File: config.mk
export PLATFORM = sky130hd
export DESIGN_NAME = imm_split_encoder
export DESIGN_NICKNAME = d
export VERILOG_FILES = /design/src/rtl/imm_split_encoder_pkg.sv /design/src/rtl/imm_split_encoder_fit_check.sv /design/src/rtl/imm_split_encoder.sv
export SDC_FILE = /design/constraint.sdc
export NUM_CORES = 1
export LEC_CHECK = 0
export ABC_AREA = 0
export CAP_MARGIN = 20
export CORE_MARGIN = 2
export CORE_UTILIZATION = 29
export CTS_BUF_LIST = sky130_fd_sc_hd__clkbuf_8 sky130_fd_sc_hd__clkbuf_16
export DETAILED_ROUTE_END_ITERATION = 16
export SYNTH_ARGS = -nofsm -noshare
export SYNTH_HDL_FRONTEND = slang
export SYNTH_SLANG_ARGS = --single-unit
File: constraint.sdc
create_clock -name clk -period 2.5 [get_ports clk]
set_input_delay 0.375 -clock clk [delete_from_list [all_inputs] [get_ports clk]]
set_output_delay 0.375 -clock clk [all_outputs]
set_load 0.01 [all_outputs]
File: src/rtl/imm_split_encoder_pkg.sv
// Shared definitions for the immediate split encoder: beat kinds, FSM states
// and the "fits a sign-extended 16-bit field" test.
package imm_split_encoder_pkg;

  localparam int KIND_W = 2;

  typedef enum logic [KIND_W-1:0] {
    KIND_SINGLE = 2'd0,
    KIND_UPPER  = 2'd1,
    KIND_LOWER  = 2'd2
  } kind_e;

  typedef enum logic [1:0] {
    ST_IDLE = 2'd0,
    ST_EMIT = 2'd1,
    ST_LOW  = 2'd2
  } state_e;

  // A constant fits when bits 31..15 are all copies of the 16-bit sign bit.
  function automatic logic fits_imm16(input logic [31:0] value);
    return (&value[31:15]) | ~(|value[31:15]);
  endfunction

endpackage

File: src/rtl/imm_split_encoder_fit_check.sv
// Combinational split of a 32-bit constant into the fields the encoder needs.
// hi_adj pre-compensates for the sign extension the decoder applies to the
// low half, so (hi_adj << 16) + sext(lo) reproduces the constant mod 2^32.
module imm_fit_check
  import imm_split_encoder_pkg::*;
(
  input  logic [31:0] value,
  output logic        fit,
  output logic [15:0] hi_adj,
  output logic [15:0] lo
);

  assign fit    = fits_imm16(value);
  assign hi_adj = value[31:16] + {15'd0, value[15]};
  assign lo     = value[15:0];

endmodule

File: src/rtl/imm_split_encoder.sv
// Encodes 32-bit constants into one SINGLE beat or an UPPER/LOWER beat pair of
// 16-bit immediates, with a single-entry output register and ready/valid on
// both sides. Counts how many constants went out each way.
module imm_split_encoder
  import imm_split_encoder_pkg::*;
#(
  parameter int DATA_W = 32,
  parameter int IMM_W  = 16,
  parameter int CNT_W  = 16
) (
  input  logic              clk,
  input  logic              rst,
  input  logic              in_valid,
  output logic              in_ready,
  input  logic [DATA_W-1:0] in_value,
  output logic              out_valid,
  input  logic              out_ready,
  output logic [IMM_W-1:0]  out_imm,
  output logic [1:0]        out_kind,
  output logic              out_last,
  output logic [CNT_W-1:0]  single_cnt,
  output logic [CNT_W-1:0]  split_cnt
);

  state_e             state;
  state_e             state_next;
  logic [IMM_W-1:0]   imm_q;
  logic [IMM_W-1:0]   low_q;
  kind_e              kind_q;
  logic               last_q;
  logic               accept;
  logic               fire;
  logic               fit;
  logic [15:0]        hi_adj;
  logic [15:0]        lo;

  imm_fit_check u_fit_check (
    .value  (in_value),
    .fit    (fit),
    .hi_adj (hi_adj),
    .lo     (lo)
  );

  assign out_imm  = imm_q;
  assign out_kind = kind_q;
  assign out_last = last_q;

  // A new constant can enter when nothing is held or the final beat leaves now.
  assign in_ready = !out_valid || (out_ready && out_last);
  assign accept   = in_valid && in_ready;
  assign fire     = out_valid && out_ready;

  // State register.
  always_ff @(posedge clk or posedge rst) begin
    if (rst) begin
      state <= ST_IDLE;
    end else begin
      state <= state_next;
    end
  end

  // Next state: a held beat advances only on handshake; a leaving final beat
  // may be replaced by a freshly accepted constant in the same cycle.
  always_comb begin
    state_next = state;
    case (state)
      ST_IDLE: begin
        if (accept) state_next = ST_EMIT;
      end
      ST_EMIT: begin
        if (fire) begin
          if (!last_q)     state_next = ST_LOW;
          else if (accept) state_next = ST_EMIT;
          else             state_next = ST_IDLE;
        end
      end
      ST_LOW: begin
        if (fire) begin
          if (accept) state_next = ST_EMIT;
          else        state_next = ST_IDLE;
        end
      end
      default: state_next = ST_IDLE;
    endcase
  end

  // Output decode: a beat is valid in every state except IDLE.
  always_comb begin
    out_valid = (state != ST_IDLE);
  end

  // Beat holding register: load a new constant, or swap in the stored low
  // half once the UPPER beat has been taken; otherwise hold steady.
  always_ff @(posedge clk or posedge rst) begin
    if (rst) begin
      imm_q  <= '0;
      low_q  <= '0;
      kind_q <= KIND_SINGLE;
      last_q <= 1'b0;
    end else if (accept) begin
      imm_q  <= fit ? lo : hi_adj;
      kind_q <= fit ? KIND_SINGLE : KIND_UPPER;
      last_q <= fit;
      low_q  <= lo;
    end else if (fire && !last_q) begin
      imm_q  <= low_q;
      kind_q <= KIND_LOWER;
      last_q <= 1'b1;
    end
  end

  // Saturating statistics, bumped when the final beat of a constant leaves.
  always_ff @(posedge clk or posedge rst) begin
    if (rst) begin
      single_cnt <= '0;
      split_cnt  <= '0;
    end else if (fire && last_q) begin
      if (kind_q == KIND_SINGLE) begin
        if (single_cnt != '1) single_cnt <= single_cnt + 1'b1;
      end else begin
        if (split_cnt != '1) split_cnt <= split_cnt + 1'b1;
      end
    end
  end

endmodule
* Word level (Yosys, flattened, before mapping)
Index checks and enable logic that the tools add are counted.
Cells by class: muxes and demuxes 14, multipliers 0, order comparisons 0, $add $sub $neg 3, divide/modulo/power cells 0, bitwise gates (word level) 3, reductions and logical operators 17, equality and inequality tests 7, shift-type cells 0
Operator list (number):
- $mux 16 | 3
- $add 16x1->16 const B | 2
- $ne 16x16->1 const B | 2
- $reduce_and 17->1 | 1
- $reduce_or 17->1 | 1
- $add 16x1->16 | 1
- $mux 2 | 6
- $reduce_and 3->1 | 3
- $ne 2x2->1 const B | 3
- $pmux 2 s3 | 1
- $logic_and 1x1->1 | 5
- $logic_not 2->1 | 2
- $mux 1 | 4
- $reduce_bool 2->1 | 2
- $eq 2x1->1 const B | 1
- $eq 2x2->1 const B | 1
- $logic_not 1->1 | 2
- $not 1->1 | 2
- $logic_or 1x1->1 | 1
- $or 1x1->1 | 1
Storage, ports and cells: input bits 36, latch bits 0, memories 0, register bits 69, output and inout port bits 53, word-level logic and storage cells 51, memory bits (writable) 0, bits in read-only memories 0

* Longest topological paths before layout
Gate-level depths: netlist of run 1.
word-level depth 8, depth in mapped cells 8, depth with buffers taken out 7

* Cells and area by module
From an unflattened synthesis of run 1, not the netlist that was laid out.
Second synthesis, totals: cell total of the unflattened synthesis 369, area, all modules 3931.3 µm²
Modules (own cells, without submodules):
- imm_split_encoder | cells an instance 301, area an instance 3419.5 µm², instances 1, sequential area each 1726.7 µm²
- imm_fit_check | cells an instance 68, area an instance 511.7 µm², instances 1, sequential area each 0.0 µm²

* Worst setup path before layout of run 1
Ideal clock, no wire load.
path type input to register, start input port in_value[15], end register imm_q[1] (netlist: out_imm[1]), cell stages on the path 8, path buffers 1, setup time 0.142 ns, data required time 2.358 ns, setup slack 0.788 ns, data arrival time 1.570 ns, cell sequence inv_1 -> ha_1 -> nor4b_1 -> and4_1 -> a31oi_1 -> buf_2 -> mux2i_1 -> o221ai_1
Between the ends: cells in the longest elaborated chain, start to end 5, elaborated cells on any way between the ends 7, classes of those cells add/sub (1); mux (2); bitwise (2); reduce/logical (2)
Ends and longest elaborated chain:
- start: declaration | RTL line imm_split_encoder.sv:15 | input logic [DATA_W-1:0] in_value,
- branches (longest 3 deep; another with $add 16x1->16)
- $mux 16 * | RTL line imm_split_encoder.sv:101 | imm_q <= fit ? lo : hi_adj;
- $mux 16 * | RTL line imm_split_encoder.sv:100 | end else if (accept) begin
- end signal: assignment | RTL line imm_split_encoder.sv:101
- end signal: assignment | RTL line imm_split_encoder.sv:106 | imm_q <= low_q;
- end: declaration | RTL line imm_split_encoder.sv:27 | logic [IMM_W-1:0] imm_q;
Every way passes the cells marked *. A chain may end at the register's enable or synchronous reset.

* Worst setup path after layout of run 1
start input port out_ready, end output port in_ready
Between the ends: cells in the longest elaborated chain, start to end 2
Ends and longest elaborated chain:
- start: declaration | RTL line imm_split_encoder.sv:17 | input logic out_ready,
- $logic_and 1x1->1 | RTL line imm_split_encoder.sv:49 | assign in_ready = !out_valid || (out_ready && out_last);
- $logic_or 1x1->1 | RTL line imm_split_encoder.sv:49
- end: declaration | RTL line imm_split_encoder.sv:14 | output logic in_ready,
Every way passes these cells.

==> results of run 1 <==
## area by class of cell
cell class	instances	share of cell area
flip-flops and latches	69	0.347
well taps	147	0.0369
clock buffers	11	0.0507
multi-input cells	270	0.350
repair buffers	99	0.196
clock inverters	5	0.0163
inverters	5	0.00377
## placed cells by master (no fill, tap or decap), drive strengths merged, types with 7 or more instances in the layout
cell type,synthesis,final
nand3,23,23
o21ai,9,9
clkdlybuf4s50,0,88
o221ai,8,8
dfrtp,69,69
nand2,71,71
xnor2,22,22
nor4,8,8
a21o,9,9
nand4,14,14
buf,8,11
nor2,28,28
clkbuf,2,11
xor2,22,22
and3,7,7
## registers in the layout, indices dropped and copies added, names as in the netlist
| name | flops |
|---|---|
| out_kind | 2 |
| single_cnt | 16 |
| out_last | 1 |
| low_q | 16 |
| split_cnt | 16 |
| state | 2 |
| out_imm | 16 |
## worst min-delay path by stage
stage / from / end / slack, ns / cells after the start
final: rst / single_cnt[10] / 0.41 / 2
after global routing: rst / single_cnt[0] / 0.47 / 2
after CTS: rst / single_cnt[10] / 0.42 / 2
after detailed placement: low_q[6] / low_q[6] / 0.45 / 2
after global placement: low_q[5] / low_q[5] / 0.44 / 2
after floorplan: low_q[5] / low_q[5] / 0.43 / 2
## layer usage
metal,wire length [um],vias up,global-route usage
li1,-,1450,-
met1,4200,1433,0.189
met2,4080,89,0.231
met3,386,16,0.0339
met4,148,0,0.0537
met5,0,-,0
## power groups by stage
stage | clock network [mW] | registers [mW] | logic, mW
3_5_place_dp | 0 | 1.77 | 1.74
2_1_floorplan | 0 | 1.81 | 0.851
4_1_cts | 1.45 | 1.75 | 1.75
5_1_grt | 1.49 | 1.80 | 1.91
3_3_place_gp | 0 | 1.75 | 1.71
6_report | 1.41 | 1.75 | 1.71
## through the flow
step           utilization  instances  worst slack (ns)
2_1_floorplan            -        354             0.385
3_3_place_gp         0.388        590             0.228
3_5_place_dp         0.388        590             0.182
4_1_cts              0.416        606             0.359
5_1_grt              0.416        606             0.318
6_report             0.416        606             0.381
## cells by family after synthesis
group                    share of synthesized area
multiplexers                                0.0121
flip-flops                                   0.489
AND/OR/NAND/NOR                              0.246
XOR/XNOR                                     0.109
AO/OA/AOI/OAI                                0.106
buffers and inverters                       0.0191
adder cells (fa/ha/maj)                     0.0177
## worst max-delay path: cells and delay by family
| kind | cells | cell delay (ns) |
|---|---|---|
| AOI/OAI and AO/OA | 1 | 0.20 |
| buffers and inverters | 2 | 1.16 |
==> summary.txt, run 1 <==
status - finished, final reports clean
vias in the first global route - 2988
worst reg2reg startpoint - split_cnt[0]
Yosys warning count - 0
Avg Cell Area, Syn - 9.97 um2
P_sw - 1.58 mW
Max Clk Rate - 472 MHz
GRT Resource Usage Total - 0.144
sequential-to-total area share from yosys stat - 0.489
EDFF count, synth - 0
synth top area cells - dfrtp_1 49%, nand2_1 7.6%, xnor2_1 5.5%
Sink Count - 69
H-tree level count - 3
vias per cell - 4.93
Crit. End Element - output port
syn_nets - 395
Required @ worst endpoint - 2.12 ns
grt ovf - 0
area of the multi-input gates - 1740 um2
DR WL/cell - 14.5 um
most common cell in the synthesized netlist - nand2_1
crit path kind - input port to output port
Internal - 3.29 mW
PwrDens - 978 nW/um2
Setup crit start kind - input port
register bit count reported by yosys - 69
largest stage delay on the critical path - 0.60 ns
power share of the combinational group - 0.352
die footprint - 13100 um2
period utilization - 0.848
post-DP HPWL - 6680 um
Fillers - 1182
Slew headroom - 0.597
fin crit period - 2.12 ns
Hold Path Class - input port to asynchronous set/reset pin
CP max FO - 4
DRC Markers - 0
GPL Wtd Cong - 0.869
hold buffer count at cts - 0
Leak Pwr - 2.19 nW
CTS tree - built
share of post-route cells with drive strength above 1 - 0.0937
Pre-antenna DRT Iters - 4
I/O Pins - 89
CTS max path bufs - 2
R2R cell count - 5
reg-to-reg slack, setup - 0.69 ns
DIE HEIGHT - 114 um
cell taking the most area after synthesis - dfrtp_1
Routed WL - 8810 um
hold slack final - 0.409 ns
Reg area - 1730 um2
Pwr Total - 4.87 mW
final instance area - 4980 um2
clock-pin slew on the worst setup and hold paths - 0.05 ns
Max Cap Violations - 0
Rows - 40
ys async rst share - 1.00
Worst-Skew Late Latency - 0.33 ns
RR Endpoint - split_cnt[9]
worst path cell trace - clkdlybuf4s50_1 > o2bb2ai_1 > clkdlybuf4s50_1
Num CTS Buffers - 9
final hold violations - 0
antenna cells - 0
most common library cells after synthesis - 71 x nand2_1, 69 x dfrtp_1, 27 x nor2_1, 23 x nand3_1
DRT iter0 DRCs - 164
Post-DP Area - 4650 um2
sequential share of power - 0.358
Crit-path slowest cell - clkdlybuf4s50_1
global-route wire length before repair - 14800 um
Starting Density - 0.295
share of the synthesized area in the top cell type - 0.489
critical path's most frequent cell - clkdlybuf4s50_1
RSZ-0062 raised after global routing - false
maximum vdd drop - 0.000394 V
Syn Inst Count - 354
prevailing post-synth register cell - dfrtp_1
setup bufs post-CTS - 0
clock root buffer - clkbuf_16
Nets - 495
IO buf count - 88
Core ar. - 12000 um2
Least-Margin Pin Slew - 0.604 ns
PostCTS Resize Cnt - 0
switching share of total power - 0.324
Setup TNS - 0 ns
Max Slew Vio Count - 0
Worst EP arrival - 1.74 ns
pin count of the biggest net entering global routing - 48
final setup vio count - 0
Clk pwr share - 0.290
area delta synth->final - 41.1%
Mapped Area - 3530 um2
initial antenna violation count - 0
Worst setup endpoint - in_ready
Final ANT Viol Nets - 0
clock skew - 0.00513 ns
die width - 114 um
number of distinct library cells after synthesis - 48
routed vias - 2988
Worst Setup SP - out_ready
Power figures use the tool's default switching activity.
==> run 2: changes to the inputs <==
==> constraint.sdc (replaced) <==
create_clock -name clk -period 2.1 [get_ports clk]
set_input_delay 0.315 -clock clk [delete_from_list [all_inputs] [get_ports clk]]
set_output_delay 0.315 -clock clk [all_outputs]
set_load 0.01 [all_outputs]
==> run 2 against run 1 <==
- global-route usage increased by 0.31 points
- final cell count increased by 4.0%
- register-to-register slack lost 0.43 ns
- setup slack got worse by 0.27 ns
- clock skew is 0.00067 ns higher
- utilization rose by 1.5 points
- critical path type is now register to output port
- largest power group is now combinational logic
==> summary.txt, run 2 (same netlist as run 1, synthesis figures left out) <==
power share of the combinational group - 0.371
fin cells - 630
routed vias - 3086
grt ovf - 0
die footprint - 13100 um2
RSZ-0062 raised after global routing - false
commonest non-fill, non-tap cells in the layout - 88 x clkdlybuf4s50_1, 71 x nand2_1, 69 x dfrtp_1
Sink Count - 69
maximum vdd drop - 0.000432 V
switching share of total power - 0.334
Clk pwr share - 0.266
Pwr Total - 5.77 mW
Num CTS Buffers - 9
final setup vio count - 0
clock skew - 0.00580 ns
Internal - 3.84 mW
Routed WL - 9180 um
period utilization - 0.949
crit path kind - register to output port
Nets - 519
Worst EP arrival - 1.68 ns
Rows - 40
clock root buffer - clkbuf_16
vias in the first global route - 3009
DP Cell Count - 614
initial antenna violation count - 0
Final ANT Viol Nets - 0
met3 wire len - 424 um
Slew headroom - 0.655
Max Clk Rate - 502 MHz
Worst-Skew Late Latency - 0.33 ns
I/O Pins - 89
H-tree level count - 3
Max Cap Violations - 0
P_sw - 1.92 mW
status - finished, final reports clean
CP max FO - 6
vias per cell - 4.90
clock-pin slew on the worst setup and hold paths - 0.06 ns
uppermost layer routed - met4
largest stage delay on the critical path - 0.60 ns
fin crit period - 1.99 ns
Crit-path slowest cell - clkdlybuf4s50_1
Met1 Wirelength - 4290 um
Setup TNS - 0 ns
Final Util - 0.431
DRT iter0 DRCs - 142
pin count of the biggest net entering global routing - 70
antenna cells - 0
GPL Wtd Cong - 0.886
Required @ worst endpoint - 1.78 ns
IO buf count - 88
Crit. End Element - output port
Core ar. - 12000 um2
met2 routed WL - 4330 um
final hold violations - 0
Max Slew Vio Count - 0
Leak Pwr - 2.29 nW
setup bufs post-CTS - 0
CTS tree - built
GRT Resource Usage Total - 0.147
post-DP HPWL - 6920 um
hold buffer count at cts - 0
share of post-route cells with drive strength above 1 - 0.139
die width - 114 um
area delta synth->final - 46.2%
PwrDens - 1120 nW/um2
DRC Markers - 0
DIE HEIGHT - 114 um
commonest non-fill, non-tap cell in the layout - clkdlybuf4s50_1
Starting Density - 0.295
sequential share of power - 0.363
global-route wire length before repair - 15100 um
DR WL/cell - 14.6 um
Setup crit start kind - register
Least-Margin Pin Slew - 0.514 ns
worst path cell trace - o2bb2ai_1 > clkdlybuf4s50_1
Pre-antenna DRT Iters - 4
CTS max path bufs - 2
Hold Path Class - input port to asynchronous set/reset pin
[run 2: cell types whose count changed in the layout (fill, tap and decap cells not counted)]
cell	before	now
buf_4	10	32
inv_6	1	0
buf_12	1	3
bufinv_16	2	1
clkinv_2	1	2
clkinvlp_4	1	3
clkbuf_8	2	1
nor2_2	1	0
nor2_4	0	1
[run 2: path summary, 6_finish.rpt]
kind                              startpoint              to  slack, ns  cells after the start
worst max-delay path                state[1]        in_ready       0.11                      2
worst max register to register  split_cnt[0]   split_cnt[11]       0.26                      5
worst min register to register      low_q[2]        low_q[2]       0.46                      2
worst min-delay path                     rst  single_cnt[14]       0.39                      3
min in group clk                    low_q[2]        low_q[2]       0.46                      2
max in group asynchronous                rst        out_last       1.41                      3
[run 2: repair_timing]
action,4_1_cts,5_1_grt
setup endpoints to repair,0,1
endpoints found under the hold margin,0,0
gates resized for setup,0,1
[run 2: critical path: cells and delay by family, from the launching register on]
family	cells	cell delay [ns]
DFF	1	0.46
AOI/OAI and AO/OA	1	0.29
buffers and inverters	1	0.60
[run 2: power by group through the flow]
stage	combinational, mW	clock, mW	sequential [mW]
floorplan	1.01	0	2.15
global placement	2.12	0	2.10
detailed placement	2.17	0	2.11
CTS	2.18	1.57	2.09
global route	2.37	1.63	2.15
finish	2.14	1.54	2.09
[run 2: stage by stage]
stage          setup WS [ns]  hold slack (ns)  cell area, um2
2_1_floorplan         0.0451            0.420            3530
4_1_cts               0.0503            0.405            5150
3_3_place_gp         -0.0569            0.442            4850
5_1_grt               0.0208            0.421            5160
3_5_place_dp          -0.119            0.451            4850
6_report               0.107            0.392            5160
[run 2: layout make-up]
type,count,area [um2]
sequential,69,1730
tap,147,184
timing repair buffer,123,1180
inverter,5,18.8
clock inverter,6,62.6
clock buffer,10,239
multi-input combinational,270,1750
fill,1174,6800
[run 2: per-layer routing]
| layer | vias to the layer above | GRT usage |
|---|---|---|
| li1 | 1499 | - |
| met1 | 1470 | 0.194 |
| met2 | 103 | 0.235 |
| met3 | 14 | 0.0339 |
| met4 | 0 | 0.0528 |
| met5 | - | 0 |
